## src/rtl/fetch_pkg.sv

```systemverilog
// Shared definitions for the instruction-fetch front end.
//   fetch_entry_t    : one buffered fetch, the word's address plus the instruction word
//   RESET_PC_DEFAULT : fetch address after reset
//   PC_STEP          : byte distance between consecutive sequential fetches
//   NOP_IR           : canonical no-op encoding (addi x0, x0, 0) for consumers that need a filler
package fetch_pkg;

    typedef struct packed {
        logic [31:0] pc;
        logic [31:0] ir;
    } fetch_entry_t;

    localparam logic [31:0] RESET_PC_DEFAULT = 32'h0001_0000;
    localparam logic [31:0] PC_STEP          = 32'd4;
    localparam logic [31:0] NOP_IR           = 32'h0000_0013;

endpackage

```

## src/rtl/fetch_fifo.sv

```systemverilog
// Generic synchronous FIFO of fetch_entry_t used as the fetch queue storage.
// Ports:
//   clk, rst  : clock and synchronous active-high reset (clears pointers, count and storage)
//   push      : write wr_entry at the tail (ignored when full and not popping)
//   pop       : drop the head entry (ignored when empty)
//   flush     : clear pointers and count; overrides push/pop, storage contents are kept
//   wr_entry  : entry to write on push
//   head      : storage at the read pointer (stale data when empty)
//   full      : count == DEPTH
//   empty     : count == 0
module fetch_fifo
    import fetch_pkg::*;
#(
    parameter int DEPTH = 4
) (
    input  logic         clk,
    input  logic         rst,
    input  logic         push,
    input  logic         pop,
    input  logic         flush,
    input  fetch_entry_t wr_entry,
    output fetch_entry_t head,
    output logic         full,
    output logic         empty
);

    localparam int PTR_W = $clog2(DEPTH);
    localparam logic [PTR_W:0] FULL_COUNT = DEPTH[PTR_W:0];

    fetch_entry_t     mem [DEPTH];
    logic [PTR_W-1:0] rd_ptr;
    logic [PTR_W-1:0] wr_ptr;
    logic [PTR_W:0]   count;
    logic             do_push;
    logic             do_pop;

    assign full  = (count == FULL_COUNT);
    assign empty = (count == '0);
    assign head  = mem[rd_ptr];

    // A push into a full queue is only legal when the head leaves in the same cycle.
    assign do_pop  = pop & ~empty;
    assign do_push = push & (~full | do_pop);

    // Pointers are exactly log2(DEPTH) bits so they wrap without explicit compares.
    always_ff @(posedge clk) begin
        if (rst) begin
            rd_ptr <= '0;
            wr_ptr <= '0;
            count  <= '0;
            for (int i = 0; i < DEPTH; i++) begin
                mem[i] <= '0;
            end
        end else if (flush) begin
            rd_ptr <= '0;
            wr_ptr <= '0;
            count  <= '0;
        end else begin
            if (do_push) begin
                mem[wr_ptr] <= wr_entry;
                wr_ptr      <= wr_ptr + 1'b1;
            end
            if (do_pop) begin
                rd_ptr <= rd_ptr + 1'b1;
            end
            case ({do_push, do_pop})
                2'b10:   count <= count + 1'b1;
                2'b01:   count <= count - 1'b1;
                default: count <= count;
            endcase
        end
    end

endmodule

```

## src/rtl/fetch_queue.sv

```systemverilog
// Instruction-fetch front end: owns the fetch PC, captures memory words into a small
// queue of {pc, ir} pairs, and restarts at a new target on a downstream redirect.
// Optional feature macro: FETCH_QUEUE_BYPASS_EN -- when defined, a word fetched into an
// empty queue is presented to decode in the same cycle (and not stored if accepted).
// Ports:
//   clk, rst        : clock and synchronous active-high reset
//   iad             : instruction address bus, always the current fetch PC
//   idt, acki_n     : instruction data, valid in the cycle acki_n is low
//   redirect_valid  : taken jump/branch; flushes the queue and reloads the fetch PC
//   redirect_pc     : redirect target (low two bits ignored)
//   out_valid/pc/ir : head of the queue toward decode
//   out_ready       : decode accepts the head this cycle
module fetch_queue
    import fetch_pkg::*;
#(
    parameter int          DEPTH    = 4,
    parameter logic [31:0] RESET_PC = RESET_PC_DEFAULT
) (
    input  logic        clk,
    input  logic        rst,
    output logic [31:0] iad,
    input  logic [31:0] idt,
    input  logic        acki_n,
    input  logic        redirect_valid,
    input  logic [31:0] redirect_pc,
    output logic        out_valid,
    output logic [31:0] out_pc,
    output logic [31:0] out_ir,
    input  logic        out_ready
);

    logic [31:0]  fetch_pc;
    fetch_entry_t wr_entry;
    fetch_entry_t head;
    logic         full;
    logic         empty;
    logic         fifo_pop;
    logic         fifo_push;
    logic         fetch_ok;

    assign iad      = fetch_pc;
    assign wr_entry = '{pc: fetch_pc, ir: idt};

    // The stored pop only depends on storage state, which keeps the full-queue
    // push decision free of a combinational loop through out_valid.
    assign fifo_pop = ~empty & out_ready;
    assign fetch_ok = ~acki_n & ~redirect_valid & (~full | fifo_pop);

`ifdef FETCH_QUEUE_BYPASS_EN
    logic bypass_hit;

    // An empty queue forwards the word being fetched straight to decode; it only
    // lands in storage when decode does not take it this cycle.
    assign bypass_hit = empty & fetch_ok;
    assign fifo_push  = fetch_ok & ~(bypass_hit & out_ready);
    assign out_valid  = ~empty | bypass_hit;
    assign out_pc     = bypass_hit ? fetch_pc : head.pc;
    assign out_ir     = bypass_hit ? idt      : head.ir;
`else
    assign fifo_push  = fetch_ok;
    assign out_valid  = ~empty;
    assign out_pc     = head.pc;
    assign out_ir     = head.ir;
`endif

    // The fetch PC advances whenever a word is accepted (stored or bypassed) and
    // holds otherwise, so a word dropped on a full queue is simply fetched again.
    always_ff @(posedge clk) begin
        if (rst) begin
            fetch_pc <= RESET_PC;
        end else if (redirect_valid) begin
            fetch_pc <= {redirect_pc[31:2], 2'b00};
        end else if (fetch_ok) begin
            fetch_pc <= fetch_pc + PC_STEP;
        end
    end

    fetch_fifo #(
        .DEPTH(DEPTH)
    ) u_fifo (
        .clk      (clk),
        .rst      (rst),
        .push     (fifo_push),
        .pop      (fifo_pop),
        .flush    (redirect_valid),
        .wr_entry (wr_entry),
        .head     (head),
        .full     (full),
        .empty    (empty)
    );

endmodule

```

## config.mk

```make
export PLATFORM = sky130hd
export DESIGN_NAME = fetch_queue
export DESIGN_NICKNAME = d
export VERILOG_FILES = /design/src/rtl/fetch_pkg.sv /design/src/rtl/fetch_fifo.sv /design/src/rtl/fetch_queue.sv
export SDC_FILE = /design/constraint.sdc
export NUM_CORES = 1
export LEC_CHECK = 0
export ABC_AREA = 1
export ABC_CLOCK_PERIOD_IN_PS = 15280
export BUFFER_PORTS_ARGS = -buffer_cell sky130_fd_sc_hd__buf_2
export CORE_ASPECT_RATIO = 1.75
export CORE_MARGIN = 5
export CORE_UTILIZATION = 45
export CTS_BUF_LIST = sky130_fd_sc_hd__clkbuf_4 sky130_fd_sc_hd__clkbuf_8
export CTS_CLUSTER_DIAMETER = 50
export DETAILED_ROUTE_END_ITERATION = 8
export GPL_TIMING_DRIVEN = 1
export PLACE_DENSITY = 0.75
export RECOVER_POWER = 50
export SETUP_SLACK_MARGIN = 0.4
export SYNTH_ARGS = -nofsm -noshare
export SYNTH_HDL_FRONTEND = slang
export SYNTH_SLANG_ARGS = --single-unit
```

## constraint.sdc

```tcl
create_clock -name clk -period 15.28 [get_ports clk]
set_clock_uncertainty 0.1 [all_clocks]
set_input_delay 0.764 -clock clk [delete_from_list [all_inputs] [get_ports clk]]
set_output_delay 0.764 -clock clk [all_outputs]
set_load 0.005 [all_outputs]
```

==> impl_metrics.py, run 1 <==
metrics = {
    "power_and_ir_drop": {
        "switching_share": 0.235,
        "p_leak_uw": 0.00603,
        "powerDensity_nw_per_um2": 114,
        "clockPowerShare": 0.396,
        "flop_pwr_share": 0.531,
        "power_switching_uw": 401,
        "irDropWorstVdd_mv": 0.0823,
        "intPower_uw": 1310,
        "power.share.combinational": 0.073,
    },
    "die": {
        "die_w_um": 139,
        "die_area_um2": 32600,
        "floorplan.initialDensity": 0.455,
        "ioPinCount": 166,
        "placement_rows": 82,
        "placeableCoreArea_um2": 28600,
        "chipHeight_um": 235,
    },
    "logic_synthesis": {
        "synth.yosys.warnings": 0,
        "netlist.top_cell.by_area": "edfxtp_1",
        "synth-adder-area-share": 0.00346,
        "synth_mux_area_frac": 0,
        "ys.flop_type": "edfxtp_1",
        "async_flop_share": 0,
        "synth_simple_gate_area_frac": 0.190,
        "xor_and_xnor_fraction_of_the_mapped_netlist_area": 0.00336,
        "synth_area_leaders": "edfxtp_1 (57%), nor2_1 (10%), o21ai_0 (6.1%)",
        "post_synth.cell_area_avg_um2": 9.63,
        "synth.lib_cells_used.distinct": 32,
        "yosysSeqAreaShare": 0.632,
        "yosys-top-cells-count": "nor2_1 (347), edfxtp_1 (248), o21ai_0 (158)",
        "synthMostInstantiatedCell": "nor2_1",
        "synthesized_instance_count": 1352,
        "synth.ff_latch_count": 287,
        "synthesized_area_um2": 13000,
        "synth_top_family_by_area": "simple AND/OR/NAND/NOR gates",
        "synth-compound-area-share": 0.104,
        "synth_top_area_frac": 0.572,
        "synth_edf_count": 248,
    },
    "critical_path": {
        "critPathBufInv": 5,
        "critical_path_required_ns": 15.60,
        "critPathArrivalTime_ns": 6.58,
        "critical_path.cell_chain": "clkbuf_1, inv_1, nand2_1, nor2_4, clkbuf_1, inv_2, nor2_2, inv_2, nor2_1",
        "crit_path_end_kind": "register",
        "criticalPathCategory": "in -> reg",
        "cp_top_family": "buffers and inverters",
        "crit_path_max_fanout": 47,
        "critPathMaxStageDelay_ns": 2.05,
        "crit_slowest_cell": "clkbuf_1",
        "worst_setup_path_start_kind": "input pin",
    },
    "finish": {
        "nNetsFinal": 1563,
        "area_growth_syn_to_layout_pct": 14.8,
        "nFillCells": 2577,
        "drive_gt1_frac": 0.197,
        "antennaDiodeCount": 0,
    },
    "clock_tree": {
        "clock-root-buffer": "clkbuf_8",
        "post_cts_buffers": 0,
        "cts_max_level": 2,
        "cts_resized": 0,
        "clkSinkCount": 287,
        "clock_network_latency_to_the_later_pin_of_the_worst_skew_pair_ns": 0.57,
        "tritoncts.num_buffers": 44,
        "cts-root-to-sink-buffers": 3,
        "cts_tree": "done",
        "clk_pin_slew_worst_paths_ns": 0.07,
        "postCtsHoldBufs": 0,
    },
    "detailed_routing": {
        "vias_per_cell": 5.34,
        "final_antenna_net_count": 0,
        "routed_length_per_instance_um": 18.1,
        "drt_drc_violations_left": 0,
        "route.final.wire_length_mm": 34.4,
        "route.vias.total": 10200,
        "initialDrtViolationCount": 745,
        "detail_route.first_pass.iterations": 5,
    },
    "sta": {
        "achievable-frequency_mhz": 160,
        "setup_total_negative_slack_ns": 0,
        "max_slew_margin": -1.71,
        "finalHoldViolations": 0,
        "period_share": 0.410,
        "hold_slack_ns": 0.378,
        "measured_slew_at_the_worst_slew_check_pin_ns": 4.06,
        "final_max_slew_viol_count": 174,
        "rsz0062_at_grt": "false",
        "setup_viol": 0,
        "finalCriticalPeriod_ns": 6.26,
    },
    "global_routing": {
        "first_pass_grt_wire_length_mm": 53.4,
        "grt_antenna_before_repair": 0,
        "grt_util_all_layers": 0.204,
        "via_count_of_the_first_global_routing_pass": 10400,
        "grt_max_degree": 109,
        "gr-total-overflow": 0,
    },
    "run": {
        "cap_violations": 3,
    },
    "worst_hold_path": {
        "worst_hold_path_type": "in -> reg",
    },
    "status": {
        "violated_checks": "max-capacitance violations, max-slew violations",
        "status": "complete, but fails checks",
    },
    "place": {
        "placement.io_buffers": 159,
        "place_hpwl_mm": 20.4,
        "gp_routability_congestion": 0.963,
    },
}
## stage by stage
| step | std cells | power (µW) | util | setup slack [ns] | area [µm²] |
|---|---|---|---|---|---|
| after CTS | 1903 | 1720 | 0.524 | 11.36 | 15000 |
| final | 1903 | 1710 | 0.522 | 9.02 | 14900 |
| after detailed placement | 1823 | 1050 | 0.491 | 11.21 | 14100 |
| after global routing | 1903 | 1770 | 0.522 | 8.76 | 14900 |
| after floorplan | 1355 | 991 | - | 8.83 | 13000 |
| after global placement | 1823 | 1040 | 0.491 | 11.25 | 14100 |
## worst paths after layout
kind                   startpoint  cells after the start           endpoint  slack [ns]
setup reg to reg  u_fifo.count[1]                      9  u_fifo.mem[0][44]       10.34
hold / removal    redirect_pc[11]                      3            iad[11]        0.38
setup / recovery              rst                      9  u_fifo.mem[0][44]        9.02
hold reg to reg   u_fifo.count[0]                      2    u_fifo.count[0]        0.38
## cell families (layout without fill, tap and decap cells)
group	after synthesis	in the layout
AOI/OAI and AO/OA	252	252
xor gates and xnor gates	5	5
adders and majority gates	3	3
buffers and inverters	212	382
DFF	287	287
other	1	4
and+or+nand+nor	592	592
## worst register-to-register path, cell delays in order, from the launching register on
cell and delay [ns]:
dfxtp_1 0.35, nor2_1 0.07, nand2_1 0.12, nand2_4 0.13, nor2_4 0.09, clkbuf_1 2.05, inv_2 1.21, nor2_2 0.48
inv_2 0.08, nor2_1 0.11
## power groups by stage
stage | registers, µW | clock network [µW] | logic [µW]
after floorplan | 921 | 0 | 70.8
after global placement | 919 | 0 | 125
after detailed placement | 921 | 0 | 127
after CTS | 905 | 691 | 128
after global routing | 910 | 724 | 137
final | 907 | 676 | 124
## final cells by class
| cell class | count | area [µm²] | share of cell area |
|---|---|---|---|
| tap | 378 | 473 | 0.0317 |
| clock inverter | 24 | 226 | 0.0152 |
| sequential | 287 | 8230 | 0.551 |
| inverter | 132 | 497 | 0.0332 |
| clock buffer | 56 | 714 | 0.0478 |
| timing repair buffer | 170 | 837 | 0.0560 |
| multi-input combinational | 856 | 3960 | 0.265 |
## routing by layer
layer | track usage | up-vias | wire (µm)
li1 | - | 4810 | -
met1 | 0.234 | 4834 | 12800
met2 | 0.367 | 414 | 18100
met3 | 0.0317 | 106 | 2080
met4 | 0.101 | 0 | 1460
met5 | 0 | - | 0
## flip-flops by register name, summed over array words and instances, names as in the netlist, named ones only
name           count
u_fifo.mem       248
iad               30
u_fifo.count       3
u_fifo.rd_ptr      2
u_fifo.wr_ptr      2
## cells in the final DEF, fill, tap and decap left out, drive strengths merged, types with 11 or more instances in the layout
master / instances
inv: 131
a21oi: 17
dfxtp: 39
buf: 143
nand3: 28
o22ai: 62
edfxtp: 248
nand4: 11
o21ai: 167
nor2: 384
nand2: 157
clkinv: 16
clkbuf: 83
Note: power is estimated with default switching activity, not from simulation.
==> inputs of run 2 (changes only) <==
--- a/config.mk
+++ b/config.mk
@@ -6,7 +6,7 @@
 export NUM_CORES = 1
 export LEC_CHECK = 0
 export ABC_AREA = 1
-export ABC_CLOCK_PERIOD_IN_PS = 15280
+export ABC_CLOCK_PERIOD_IN_PS = 5900
 export BUFFER_PORTS_ARGS = -buffer_cell sky130_fd_sc_hd__buf_2
 export CORE_ASPECT_RATIO = 1.75
 export CORE_MARGIN = 5
==> constraint.sdc (replaced) <==
create_clock -name clk -period 5.9 [get_ports clk]
set_clock_uncertainty 0.1 [all_clocks]
set_input_delay 0.295 -clock clk [delete_from_list [all_inputs] [get_ports clk]]
set_output_delay 0.295 -clock clk [all_outputs]
set_load 0.005 [all_outputs]
==> run 2 against run 1 <==
Against the previous run: the flow still finishes with violations (max-capacitance violations, max-slew violations); die area unchanged; sequential share of layout area down 2.2 points; wire length up 2.6%; flip-flop and latch count unchanged; via count up 2.5%; first-iteration DRC count down 14%; combinational power rose to 2.9 times the previous value; critical path depth down 1; critical endpoint is now u_fifo.mem[2][41]; largest power group unchanged.
==> impl_metrics.py, run 2 (same netlist as run 1, synthesis figures left out) <==
metrics = {
    "critical_path": {
        "critical_path_required_ns": 5.98,
        "critical_path.cell_chain": "dlygate4sd3_1, clkbuf_1, inv_1, nand2_1, nor2_4, nand2_1, nand2_1, buf_4",
        "worst_setup_path_start_kind": "input pin",
        "crit_slowest_cell": "nand2_1",
        "crit_path_max_fanout": 41,
        "worst_r2r_path_depth": 7,
        "critPathArrivalTime_ns": 4.31,
        "ff2ff_setup_slack_ns": 2.61,
        "worstReg2RegEnd": "u_fifo.mem[3][62]",
        "crit_path_end_kind": "register",
        "critPathMaxStageDelay_ns": 0.82,
        "criticalPathCategory": "in -> reg",
        "critical_path.reg2reg.startpoint": "u_fifo.count[0]",
        "crit_path_frequent_cell": "nand2_1",
    },
    "status": {
        "violated_checks": "max-capacitance violations, max-slew violations",
        "status": "complete, but fails checks",
    },
    "detailed_routing": {
        "routed_length_per_instance_um": 17.9,
        "final_antenna_net_count": 0,
        "initialDrtViolationCount": 639,
        "route.final.wire_length_mm": 35.3,
        "route.vias.total": 10400,
        "detail_route.first_pass.iterations": 5,
        "drt_drc_violations_left": 0,
        "vias_per_cell": 5.29,
    },
    "power_and_ir_drop": {
        "power.share.combinational": 0.080,
        "irDropWorstVdd_mv": 0.159,
        "p_leak_uw": 0.00632,
        "intPower_uw": 3390,
        "power_switching_uw": 1020,
        "powerDensity_nw_per_um2": 283,
        "switching_share": 0.231,
        "clockPowerShare": 0.388,
        "flop_pwr_share": 0.532,
    },
    "global_routing": {
        "grt_antenna_before_repair": 1,
        "first_pass_grt_wire_length_mm": 54.9,
        "grt_max_degree": 77,
        "gr-total-overflow": 0,
        "grt_util_all_layers": 0.212,
        "via_count_of_the_first_global_routing_pass": 10600,
    },
    "sta": {
        "setup_viol": 0,
        "measured_slew_at_the_worst_slew_check_pin_ns": 1.95,
        "setup_total_negative_slack_ns": 0,
        "period_share": 0.717,
        "achievable-frequency_mhz": 236,
        "finalHoldViolations": 0,
        "final_max_slew_viol_count": 126,
        "rsz0062_at_grt": "false",
        "finalCriticalPeriod_ns": 4.23,
        "max_slew_margin": -0.300,
    },
    "die": {
        "chipHeight_um": 235,
        "placement_rows": 82,
        "ioPinCount": 166,
        "placeableCoreArea_um2": 28600,
        "die_area_um2": 32600,
        "die_w_um": 139,
        "floorplan.initialDensity": 0.455,
    },
    "place": {
        "gp_routability_congestion": 0.927,
        "placement.io_buffers": 159,
        "placedCellCount": 1826,
        "placed_instance_area_um2": 14100,
        "place_hpwl_mm": 20.7,
    },
    "clock_tree": {
        "clk_pin_slew_worst_paths_ns": 0.07,
        "clock-root-buffer": "clkbuf_8",
        "cts_tree": "done",
        "clock_network_latency_to_the_later_pin_of_the_worst_skew_pair_ns": 0.56,
        "clkSinkCount": 287,
        "cts-root-to-sink-buffers": 3,
        "cts_resized": 0,
        "cts_max_level": 2,
        "tritoncts.num_buffers": 42,
    },
    "finish": {
        "stdcell_count": 1970,
        "design_area_um2": 15600,
        "drive_gt1_frac": 0.187,
        "number_of_flip_flops_under_the_largest_register_name": 248,
        "final_core_utilization": 0.544,
        "layout.cells.most_common": "nor2_1",
        "registers.top_by_ff_count": "u_fifo.mem",
        "final_cell_mix": "nor2_1 (349), edfxtp_1 (248), o21ai_0 (160)",
        "area_growth_syn_to_layout_pct": 19.6,
        "nNetsFinal": 1630,
    },
    "run": {
        "cap_violations": 2,
    },
    "worst_hold_path": {
        "worst_hold_path.num_cells": 5,
        "worst_hold_path_type": "in -> reg",
        "timing.hold.worst.start": "out_ready",
    },
}
-- run 2: cell types whose count changed in the layout (fill, tap and decap cells not counted), sizes merged --
cell | previous run | this run
buf | 143 | 147
clkinv | 16 | 14
inv | 131 | 130
clkinvlp | 5 | 1
dlygate4sd3 | 0 | 66
diode | 0 | 1
clkbuf | 83 | 87
bufinv | 4 | 3
-- run 2: power groups by stage --
stage	combinational [µW]	clock (µW)	sequential, µW
after floorplan	183	0	2380
after global placement	321	0	2380
after detailed placement	327	0	2390
after CTS	362	1750	2340
after global routing	389	1840	2350
final	354	1710	2350
-- run 2: worst max-delay path by stage --
stage	from	endpoint
after floorplan	redirect_valid	u_fifo.mem[0][0]
after global placement	redirect_valid	u_fifo.mem[3][28]
after detailed placement	redirect_valid	u_fifo.mem[3][28]
after CTS	rst	u_fifo.mem[2][41]
after global routing	rst	u_fifo.mem[2][40]
final	rst	u_fifo.mem[2][41]
-- run 2: stage by stage --
step                setup slack (ns)  total power [µW]  hold slack, ns
CTS                             2.66              4460          0.0677
detailed placement              2.35              2710           0.389
finish                          1.67              4410          0.0997
global route                    1.45              4580           0.109
floorplan                      0.166              2570           0.357
global placement                2.38              2700           0.370
-- run 2: final cells by class --
type                       instances  area, µm²
timing repair buffer             239       1530
fill                            2480      13100
tap                              378        473
multi-input combinational        856       3930
sequential                       287       8230
clock buffer                      61        758
inverter                         132        497
antenna                            1       2.50
clock inverter                    16        151
-- run 2: metal layers --
layer | vias up | GRT usage | share of wire
li1 | 4945 | - | -
met1 | 4946 | 0.240 | 0.37
met2 | 429 | 0.382 | 0.52
met3 | 100 | 0.0340 | 0.059
met4 | 0 | 0.109 | 0.044
met5 | - | 0 | 0
-- run 2: what timing repair did --
| action | CTS | global route |
|---|---|---|
| hold endpoints to repair | 128 | 0 |
| hold buffers | 66 | 0 |
| setup buffers | 0 | 0 |
-- run 2: critical path, delay by kind of cell --
kind | cells | cell delay (ns)
buf+inv | 4 | 2.25
simple gates | 4 | 1.72
